**src/rtl/operand_fetch.sv**
```systemverilog
// -----------------------------------------------------------------------------
// operand_fetch
//
// Read-side client of the register file in the multi-cycle RISC-V core.
// Captures decoded rs1/rs2/rd fields, drives the register-file read addresses,
// tracks in-flight destinations in a scoreboard, stalls on read-after-write
// hazards and hands one operand packet to execute over a valid/ready handshake.
// Only one instruction is held in the block at a time.
//
// Build option:
//   OPERAND_FETCH_FWD_EN  when defined, a busy source whose writeback commits in
//                         the same cycle is taken straight from wb_data (no
//                         stall). When undefined, the source stalls until its
//                         scoreboard bit clears and is then read from the
//                         register file on the following cycle.
//
// Ports:
//   clk, rst                     clock, asynchronous active-low reset
//   in_valid / in_ready          decoded-field handshake (accepted in IDLE only)
//   in_rs1, in_rs2, in_rd        source / destination indices
//   in_rd_wen                    instruction writes rd
//   rf_rd_addr_1/2               register-file read addresses (captured rs1/rs2)
//   rf_rd_data_1/2               combinational register-file read data
//   wb_valid, wb_addr, wb_data   writeback commit (register file written at edge)
//   out_valid / out_ready        operand packet handshake to execute
//   out_op1, out_op2             operands
//   out_rd, out_rd_wen           destination passed through
//   stall_cnt                    saturating count of hazard stall cycles
// -----------------------------------------------------------------------------
module operand_fetch #(
   parameter int ADDRESS_LEN = 5,
   parameter int N           = 64,
   parameter int STALL_CNT_W = 16
) (
   input  logic                   clk,
   input  logic                   rst,
   input  logic                   in_valid,
   output logic                   in_ready,
   input  logic [ADDRESS_LEN-1:0] in_rs1,
   input  logic [ADDRESS_LEN-1:0] in_rs2,
   input  logic [ADDRESS_LEN-1:0] in_rd,
   input  logic                   in_rd_wen,
   output logic [ADDRESS_LEN-1:0] rf_rd_addr_1,
   output logic [ADDRESS_LEN-1:0] rf_rd_addr_2,
   input  logic [N-1:0]           rf_rd_data_1,
   input  logic [N-1:0]           rf_rd_data_2,
   input  logic                   wb_valid,
   input  logic [ADDRESS_LEN-1:0] wb_addr,
   input  logic [N-1:0]           wb_data,
   output logic                   out_valid,
   input  logic                   out_ready,
   output logic [N-1:0]           out_op1,
   output logic [N-1:0]           out_op2,
   output logic [ADDRESS_LEN-1:0] out_rd,
   output logic                   out_rd_wen,
   output logic [STALL_CNT_W-1:0] stall_cnt
);

   localparam int NREG = 1 << ADDRESS_LEN;

`ifdef OPERAND_FETCH_FWD_EN
   localparam bit FWD_EN = 1'b1;
`else
   localparam bit FWD_EN = 1'b0;
`endif

   typedef enum logic [1:0] {
      S_IDLE  = 2'd0,
      S_CHECK = 2'd1,
      S_OUT   = 2'd2
   } state_t;

   // Stall counter increment that sticks at all-ones instead of wrapping.
   function automatic logic [STALL_CNT_W-1:0] sat_inc(input logic [STALL_CNT_W-1:0] v);
      if (&v) begin
         return v;
      end
      return v + STALL_CNT_W'(1);
   endfunction

   // ---------------------------------------------------------------------------
   // State and storage
   // ---------------------------------------------------------------------------
   state_t                 state_q, state_d;

   logic [ADDRESS_LEN-1:0] rs1_q, rs1_d;
   logic [ADDRESS_LEN-1:0] rs2_q, rs2_d;
   logic [ADDRESS_LEN-1:0] rd_q, rd_d;
   logic                   rd_wen_q, rd_wen_d;

   logic [NREG-1:0]        sb_q, sb_d;

   logic [N-1:0]           op1_q, op1_d;
   logic [N-1:0]           op2_q, op2_d;
   logic [ADDRESS_LEN-1:0] out_rd_q, out_rd_d;
   logic                   out_rd_wen_q, out_rd_wen_d;

   logic [STALL_CNT_W-1:0] stall_q, stall_d;

   // Control strobes produced by the output process.
   logic                   capture_en;
   logic                   latch_en;
   logic                   stall_en;

   // ---------------------------------------------------------------------------
   // Hazard detection and operand selection
   // ---------------------------------------------------------------------------
   logic                   src1_fwd, src2_fwd;
   logic                   src1_haz, src2_haz;
   logic                   hazard;
   logic [N-1:0]           op1_sel, op2_sel;

   always_comb begin
      // A forward only applies to a real source whose writeback is committing
      // right now; FWD_EN folds this away entirely in the non-forwarding build.
      src1_fwd = FWD_EN && wb_valid && (wb_addr == rs1_q) && (rs1_q != '0);
      src2_fwd = FWD_EN && wb_valid && (wb_addr == rs2_q) && (rs2_q != '0);

      src1_haz = (rs1_q != '0) && sb_q[rs1_q] && !src1_fwd;
      src2_haz = (rs2_q != '0) && sb_q[rs2_q] && !src2_fwd;
      hazard   = src1_haz || src2_haz;

      // x0 reads as zero regardless of what the register file returns.
      op1_sel = '0;
      if (rs1_q != '0) begin
         op1_sel = src1_fwd ? wb_data : rf_rd_data_1;
      end
      op2_sel = '0;
      if (rs2_q != '0) begin
         op2_sel = src2_fwd ? wb_data : rf_rd_data_2;
      end
   end

   // ---------------------------------------------------------------------------
   // FSM: state register
   // ---------------------------------------------------------------------------
   always_ff @(posedge clk or negedge rst) begin
      if (!rst) begin
         state_q <= S_IDLE;
      end else begin
         state_q <= state_d;
      end
   end

   // ---------------------------------------------------------------------------
   // FSM: next-state logic
   // ---------------------------------------------------------------------------
   always_comb begin
      state_d = state_q;
      unique case (state_q)
         S_IDLE: begin
            if (in_valid) begin
               state_d = S_CHECK;
            end
         end
         S_CHECK: begin
            if (!hazard) begin
               state_d = S_OUT;
            end
         end
         S_OUT: begin
            if (out_ready) begin
               state_d = S_IDLE;
            end
         end
         default: state_d = S_IDLE;
      endcase
   end

   // ---------------------------------------------------------------------------
   // FSM: outputs and control strobes
   // ---------------------------------------------------------------------------
   always_comb begin
      in_ready   = 1'b0;
      out_valid  = 1'b0;
      capture_en = 1'b0;
      latch_en   = 1'b0;
      stall_en   = 1'b0;
      unique case (state_q)
         S_IDLE: begin
            in_ready   = 1'b1;
            capture_en = in_valid;
         end
         S_CHECK: begin
            latch_en = !hazard;
            stall_en = hazard;
         end
         S_OUT: begin
            out_valid = 1'b1;
         end
         default: begin
            in_ready = 1'b0;
         end
      endcase
   end

   // ---------------------------------------------------------------------------
   // Datapath and scoreboard next-state
   // ---------------------------------------------------------------------------
   always_comb begin
      rs1_d        = rs1_q;
      rs2_d        = rs2_q;
      rd_d         = rd_q;
      rd_wen_d     = rd_wen_q;
      op1_d        = op1_q;
      op2_d        = op2_q;
      out_rd_d     = out_rd_q;
      out_rd_wen_d = out_rd_wen_q;
      stall_d      = stall_q;
      sb_d         = sb_q;

      if (capture_en) begin
         rs1_d    = in_rs1;
         rs2_d    = in_rs2;
         rd_d     = in_rd;
         rd_wen_d = in_rd_wen;
      end

      if (latch_en) begin
         op1_d        = op1_sel;
         op2_d        = op2_sel;
         out_rd_d     = rd_q;
         out_rd_wen_d = rd_wen_q;
      end

      if (stall_en) begin
         stall_d = sat_inc(stall_q);
      end

      // Clear first, then set: a new producer issued on the same edge as the
      // old producer's writeback must keep the register busy.
      if (wb_valid && (wb_addr != '0)) begin
         sb_d[wb_addr] = 1'b0;
      end
      if (latch_en && rd_wen_q && (rd_q != '0)) begin
         sb_d[rd_q] = 1'b1;
      end
   end

   // ---------------------------------------------------------------------------
   // Datapath registers
   // ---------------------------------------------------------------------------
   always_ff @(posedge clk or negedge rst) begin
      if (!rst) begin
         rs1_q        <= '0;
         rs2_q        <= '0;
         rd_q         <= '0;
         rd_wen_q     <= 1'b0;
         op1_q        <= '0;
         op2_q        <= '0;
         out_rd_q     <= '0;
         out_rd_wen_q <= 1'b0;
         stall_q      <= '0;
         sb_q         <= '0;
      end else begin
         rs1_q        <= rs1_d;
         rs2_q        <= rs2_d;
         rd_q         <= rd_d;
         rd_wen_q     <= rd_wen_d;
         op1_q        <= op1_d;
         op2_q        <= op2_d;
         out_rd_q     <= out_rd_d;
         out_rd_wen_q <= out_rd_wen_d;
         stall_q      <= stall_d;
         sb_q         <= sb_d;
      end
   end

   assign rf_rd_addr_1 = rs1_q;
   assign rf_rd_addr_2 = rs2_q;
   assign out_op1      = op1_q;
   assign out_op2      = op2_q;
   assign out_rd       = out_rd_q;
   assign out_rd_wen   = out_rd_wen_q;
   assign stall_cnt    = stall_q;

endmodule

```
**config.mk**
```make
export PLATFORM = sky130hd
export DESIGN_NAME = operand_fetch
export DESIGN_NICKNAME = d
export VERILOG_FILES = /design/src/rtl/operand_fetch.sv
export SDC_FILE = /design/constraint.sdc
export NUM_CORES = 1
export LEC_CHECK = 0
export CORE_AREA = 2 2 150 152
export DETAILED_ROUTE_END_ITERATION = 8
export DIE_AREA = 0 0 152 154
export PLACE_DENSITY = 0.8
export SYNTH_ARGS = -nofsm -noshare
export SYNTH_HDL_FRONTEND = slang
export SYNTH_SLANG_ARGS = --single-unit
```
**constraint.sdc**
```tcl
create_clock -name clk -period 3 [get_ports clk]
set_input_delay 0.6 -clock clk [delete_from_list [all_inputs] [get_ports clk]]
set_output_delay 0.6 -clock clk [all_outputs]
set_load 0.05 [all_outputs]
```
==> flow_metrics.env, run 1 <==
export IMPL_outcome="completed"
export IMPL_syn_nets=1145
export IMPL_grt_ovfl_total=0
export IMPL_die_w_um=152
export IMPL_cp_start_kind="flip-flop"
export IMPL_fin_crit_sh=0.944
export IMPL_drc=0
export IMPL_clockBufferDepth=2
export IMPL_finalHoldViolations=0
export IMPL_vias=8466
export IMPL_endpoint_kind="flip-flop"
export IMPL_clk_latency_ns=0.43
export IMPL_drt_total_wl_mm=28.2
export IMPL_rsz0062_at_grt="no"
export IMPL_root_buffer="clkbuf_16"
export IMPL_cts_tree="yes"
export IMPL_syn_area_um2=9400
export IMPL_syn_inst=926
export IMPL_slowest_stage="mux4_2"
export IMPL_cap_violations=0
export IMPL_crit_required_ns=3.34
export IMPL_cp_num_buf_inv=1
export IMPL_io_pins=380
export IMPL_grt_pass1_wl_mm=45.5
export IMPL_ys_ff_latch=200
export IMPL_yosysSeqAreaShare=0.532
export IMPL_start_util=0.434
export IMPL_diodes=0
export IMPL_grt_max_degree=104
export IMPL_setup_violations=0
export IMPL_numCtsBuffers=17
export IMPL_synth_area_per_cell_um2=10.2
export IMPL_fin_tns_setup_ns=0
export IMPL_clock_sinks=200
export IMPL_arrival_ns=3.17
export IMPL_grt_use_total=0.239
export IMPL_critPathTopFamily="compound AO/OA/AOI/OAI gates"
export IMPL_fin_nets=1402
export IMPL_ctsHtreeMaxLevel=4
export IMPL_critical_path_class="reg -> reg"
export IMPL_die_area_um2=23400
export IMPL_wl_per_cell_um=19.1
export IMPL_dp_hpwl_mm=18.8
export IMPL_antenna_found_initial=0
export IMPL_io_buffers=315
export IMPL_finalClockSkew_ns=0.0140
export IMPL_clk_pin_slew_ns=0.08
export IMPL_viasPerCell=5.74
export IMPL_synth_edff_count=0
export IMPL_drtIter0Drc=634
export IMPL_cp_max_fo=103
export IMPL_placementRows=54
export IMPL_ant_nets=0
export IMPL_syn_to_final_growth_pct=41.6
export IMPL_drtPass1Iterations=6
export IMPL_die_h_um=154
export IMPL_gp_congestion=0.868
export IMPL_max_freq_mhz=353
export IMPL_max_slew_margin_rel=0.365
export IMPL_drive_above_1_share=0.0812
export IMPL_tightest_slew_ns=0.952
export IMPL_cp_cell_sequence="mux4_2, a22o_1, a31oi_2, a31oi_4, or3_4, buf_12, o21ai_0"
export IMPL_hp_class="in -> async"
export IMPL_first_global_vias=8319
export IMPL_cp_slowest_stage_delay_ns=0.54
export IMPL_slew_viol_final=0
export IMPL_yosys_warnings=0
export IMPL_min_period_ns=2.83
export IMPL_synthFlopType="dfrtp_1"
export IMPL_yosysUniqueCellTypes=42
export IMPL_coreArea_um2=21700
export IMPL_async_flop_share=1.00
## registers in the layout, summed over array words and instances (netlist names)
name          cells
out_op1          64
out_op2          64
out_rd            5
out_rd_wen        1
rd_q              5
rd_wen_q          1
rf_rd_addr_1      5
rf_rd_addr_2      5
sb_q             32
stall_cnt        16
state_q           2
## through the flow
step	util	area, µm²	hold WS, ns	worst slack [ns]	cells
after floorplan	-	9410	0.304	0.0110	926
after global placement	0.588	12700	0.393	0.226	1444
after detailed placement	0.588	12700	0.394	0.155	1444
after CTS	0.614	13300	0.206	0.139	1475
after global routing	0.614	13300	0.219	0.0329	1475
final	0.614	13300	0.194	0.167	1475
## cells in the final DEF, fill, tap and decap left out, types with 6 or more instances in the layout
master,n
o21ai_0,159
nand3b_1,12
nand2_1,141
nand4_1,6
buf_12,6
or3b_2,6
mux4_2,7
dfrtp_1,198
clkdlybuf4s50_1,314
o211ai_1,8
o31ai_1,159
mux2_2,24
buf_4,13
nor2_1,10
mux2i_1,25
o21ai_1,6
xnor2_1,13
clkbuf_16,17
## path summary, 6_finish.rpt
kind	from	endpoint	slack [ns]	cells after the start
worst min register to register	sb_q[0]	sb_q[0]	0.41	0
worst max-delay path	rf_rd_addr_1[0]	out_op1[45]	0.17	7
worst min-delay path	rst	rd_q[2]	0.19	1
worst max register to register	rf_rd_addr_1[0]	out_op1[45]	0.17	7
max in group asynchronous	rst	out_op1[32]	2.00	2
min in group clk	sb_q[0]	sb_q[0]	0.41	0
## routing by layer
metal / vias to the layer above / wire length, µm / part of all wire / GRT usage
met1: 4156 / 12000 / 0.43 / 0.322
met4: 0 / 818 / 0.029 / 0.0899
met3: 57 / 1720 / 0.061 / 0.0552
met5: - / 0 / 0 / 0
li1: 3908 / - / - / -
met2: 345 / 13600 / 0.48 / 0.378
## cells in the mapped netlist (all sizes together) (2+ instances only)
cell type | count | area [µm²]
mux4 | 7 | 158
buf | 15 | 118
o211ai | 8 | 60.1
or3b | 6 | 52.6
a22oi | 2 | 15.0
a311oi | 2 | 17.5
nand2 | 142 | 533
o21ai | 165 | 826
mux2 | 24 | 270
and3 | 5 | 31.3
nor4 | 2 | 12.5
nor2 | 10 | 37.5
and2 | 3 | 18.8
mux2i | 25 | 250
o2111ai | 4 | 35.0
nor2b | 3 | 18.8
clkbuf | 81 | 304
nand2b | 3 | 18.8
a31oi | 3 | 18.8
dfrtp | 200 | 5000
nand3b | 12 | 90.1
inv | 4 | 15.0
nand3 | 5 | 25.0
nor3 | 5 | 25.0
o31ai | 159 | 1190
nand4 | 6 | 37.5
xnor2 | 13 | 114
or3 | 3 | 23.8
## worst reg2reg max path, delay by kind of cell (launching register included)
kind            cells  cell delay, ns
compound gates      4            0.93
buf+inv             1            0.25
flops               1            0.48
mux                 1            0.54
simple gates        1            0.53
## final cells by class
cell class	count	area, µm²
clock buffers	18	429
multi-input cells	626	4000
fillers	1820	8370
clock inverters	13	136
inverters	4	15.0
well taps	280	350
repair buffers	334	3370
flip-flops and latches	200	5010
## cell families (layout without fill, tap and decap cells)
logic type | Yosys count | in the layout | share of synthesized area
adder cells (fa/ha/maj) | 1 | 1 | 0.00133
buffers and inverters | 100 | 369 | 0.0464
flip-flops | 200 | 200 | 0.532
multiplexers | 56 | 56 | 0.0721
AO/OA/AOI/OAI | 347 | 347 | 0.234
AND/OR/NAND/NOR | 209 | 209 | 0.102
XOR/XNOR | 13 | 13 | 0.0121
## what timing repair did
action / CTS / global route
setup endpoints to repair: 0 / 2
hold buffers: 0 / 0
gates resized for setup: 0 / 2
buffers inserted: 0 / 0
Power of run 1 is left out: the tool's default activity adds up to more than one toggle a clock period on the data nets, which glitch-free logic cannot reach.
==> inputs of run 2 (changes only) <==
Settings changed: SLEW_MARGIN set to 5.
==> results of run 2 <==
Final layout, timing and power as in run 1 (identical DEF).
Power of run 2 is left out for the same reason.
==> inputs of run 3 (changes only) <==
Settings changed: MAX_ROUTING_LAYER set to met4.
==> flow_metrics.env, run 3 (synthesis gave the netlist of run 1 again) <==
export IMPL_fill_cells=1820
export IMPL_hold_slack_ns=0.188
export IMPL_fin_tns_setup_ns=0
export IMPL_vias=8492
export IMPL_layout_common_cells="clkdlybuf4s50_1 (314), dfrtp_1 (198), o21ai_0 (159), o31ai_1 (159), nand2_1 (141)"
export IMPL_setup_ws_ns=0.189
export IMPL_antenna_found_initial=0
export IMPL_drtPass1Iterations=5
export IMPL_grtUsageMet1=0.330
export IMPL_max_slew_margin_rel=0.367
export IMPL_endpoint_kind="flip-flop"
export IMPL_grt_busiest_layer="met2"
export IMPL_io_buffers=315
export IMPL_io_pins=380
export IMPL_gp_congestion=0.882
export IMPL_die_area_um2=23400
export IMPL_first_global_vias=8327
export IMPL_cts_tree="yes"
export IMPL_min_period_ns=2.81
export IMPL_finalClockSkew_ns=0.0189
export IMPL_grt_max_degree=104
export IMPL_clk_latency_ns=0.44
export IMPL_numCtsBuffers=17
export IMPL_dp_slack_ns=0.155
export IMPL_hp_class="in -> async"
export IMPL_crit_start="rf_rd_addr_1[0]"
export IMPL_syn_to_final_growth_pct=41.6
export IMPL_die_w_um=152
export IMPL_ctsHtreeMaxLevel=4
export IMPL_grt_use_total=0.246
export IMPL_cp_max_fo=24
export IMPL_ant_nets=0
export IMPL_max_freq_mhz=356
export IMPL_fin_nets=1402
export IMPL_rsz0062_at_grt="no"
export IMPL_coreArea_um2=21700
export IMPL_r2r_cells=7
export IMPL_grt_pass1_wl_mm=45.6
export IMPL_wl_per_cell_um=19.1
export IMPL_diodes=0
export IMPL_outcome="completed"
export IMPL_grt_ovfl_total=0
export IMPL_cts_hold_buf=0
export IMPL_root_buffer="clkbuf_16"
export IMPL_final_common_cell="clkdlybuf4s50_1"
export IMPL_finalHoldViolations=0
export IMPL_start_util=0.434
export IMPL_die_h_um=154
export IMPL_r2r_start="rf_rd_addr_1[0]"
export IMPL_viasPerCell=5.76
export IMPL_fin_crit_sh=0.937
export IMPL_placementRows=54
export IMPL_dp_hpwl_mm=18.8
export IMPL_grt_use_met2=0.378
export IMPL_cp_start_kind="flip-flop"
export IMPL_r2r_slack_ns=0.19
export IMPL_crit_required_ns=3.32
export IMPL_cap_violations=0
export IMPL_arrival_ns=3.13
export IMPL_clock_sinks=200
export IMPL_drtIter0Drc=601
export IMPL_use_met3=0.0448
export IMPL_drive_above_1_share=0.0812
export IMPL_slew_viol_final=0
export IMPL_setup_violations=0
export IMPL_clockBufferDepth=2
export IMPL_drc=0
export IMPL_drt_total_wl_mm=28.2
export IMPL_clk_pin_slew_ns=0.08
export IMPL_critical_path_class="reg -> reg"
export IMPL_tightest_slew_ns=0.950
run 3: worst max-delay path, cell delays in order, from the launching register on:
cell and delay (ns):
dfrtp_2 0.48, mux4_2 0.54, a22o_1 0.24, a31oi_2 0.20, a31oi_4 0.13, or3_4 0.53
buf_4 0.25, o31ai_1 0.31
run 3: per-stage QoR:
step	cells	util	instance area [µm²]
6_report	1475	0.614	13300
5_1_grt	1475	0.614	13300
3_5_place_dp	1444	0.588	12700
2_1_floorplan	926	-	9410
4_1_cts	1475	0.614	13300
3_3_place_gp	1444	0.588	12700
run 3: routing by layer:
layer	wire length, µm	part of all wire
met1	12200	0.43
met3	1560	0.055
met4	809	0.029
met5	0	0
met2	13700	0.48
run 3: worst paths after layout:
check | end
max | sb_q[15]
min | rd_q[2]
max reg2reg | sb_q[15]
min reg2reg | sb_q[0]
max in group asynchronous | out_op2[57]
min in group clk | sb_q[0]
run 3: cell type report:
cell class / instances / area, µm² / area share
clock inverters: 13 / 136 / 0.0102
well taps: 280 / 350 / 0.0263
multi-input cells: 626 / 4000 / 0.300
repair buffers: 334 / 3370 / 0.253
inverters: 4 / 15.0 / 0.00113
flip-flops and latches: 200 / 5010 / 0.376
clock buffers: 18 / 429 / 0.0322
run 3: timing repair:
action	in CTS	in global routing
resized for setup	0	2
endpoints found under the setup margin	0	2
buffers inserted	0	0
Power of run 3 is left out for the same reason.
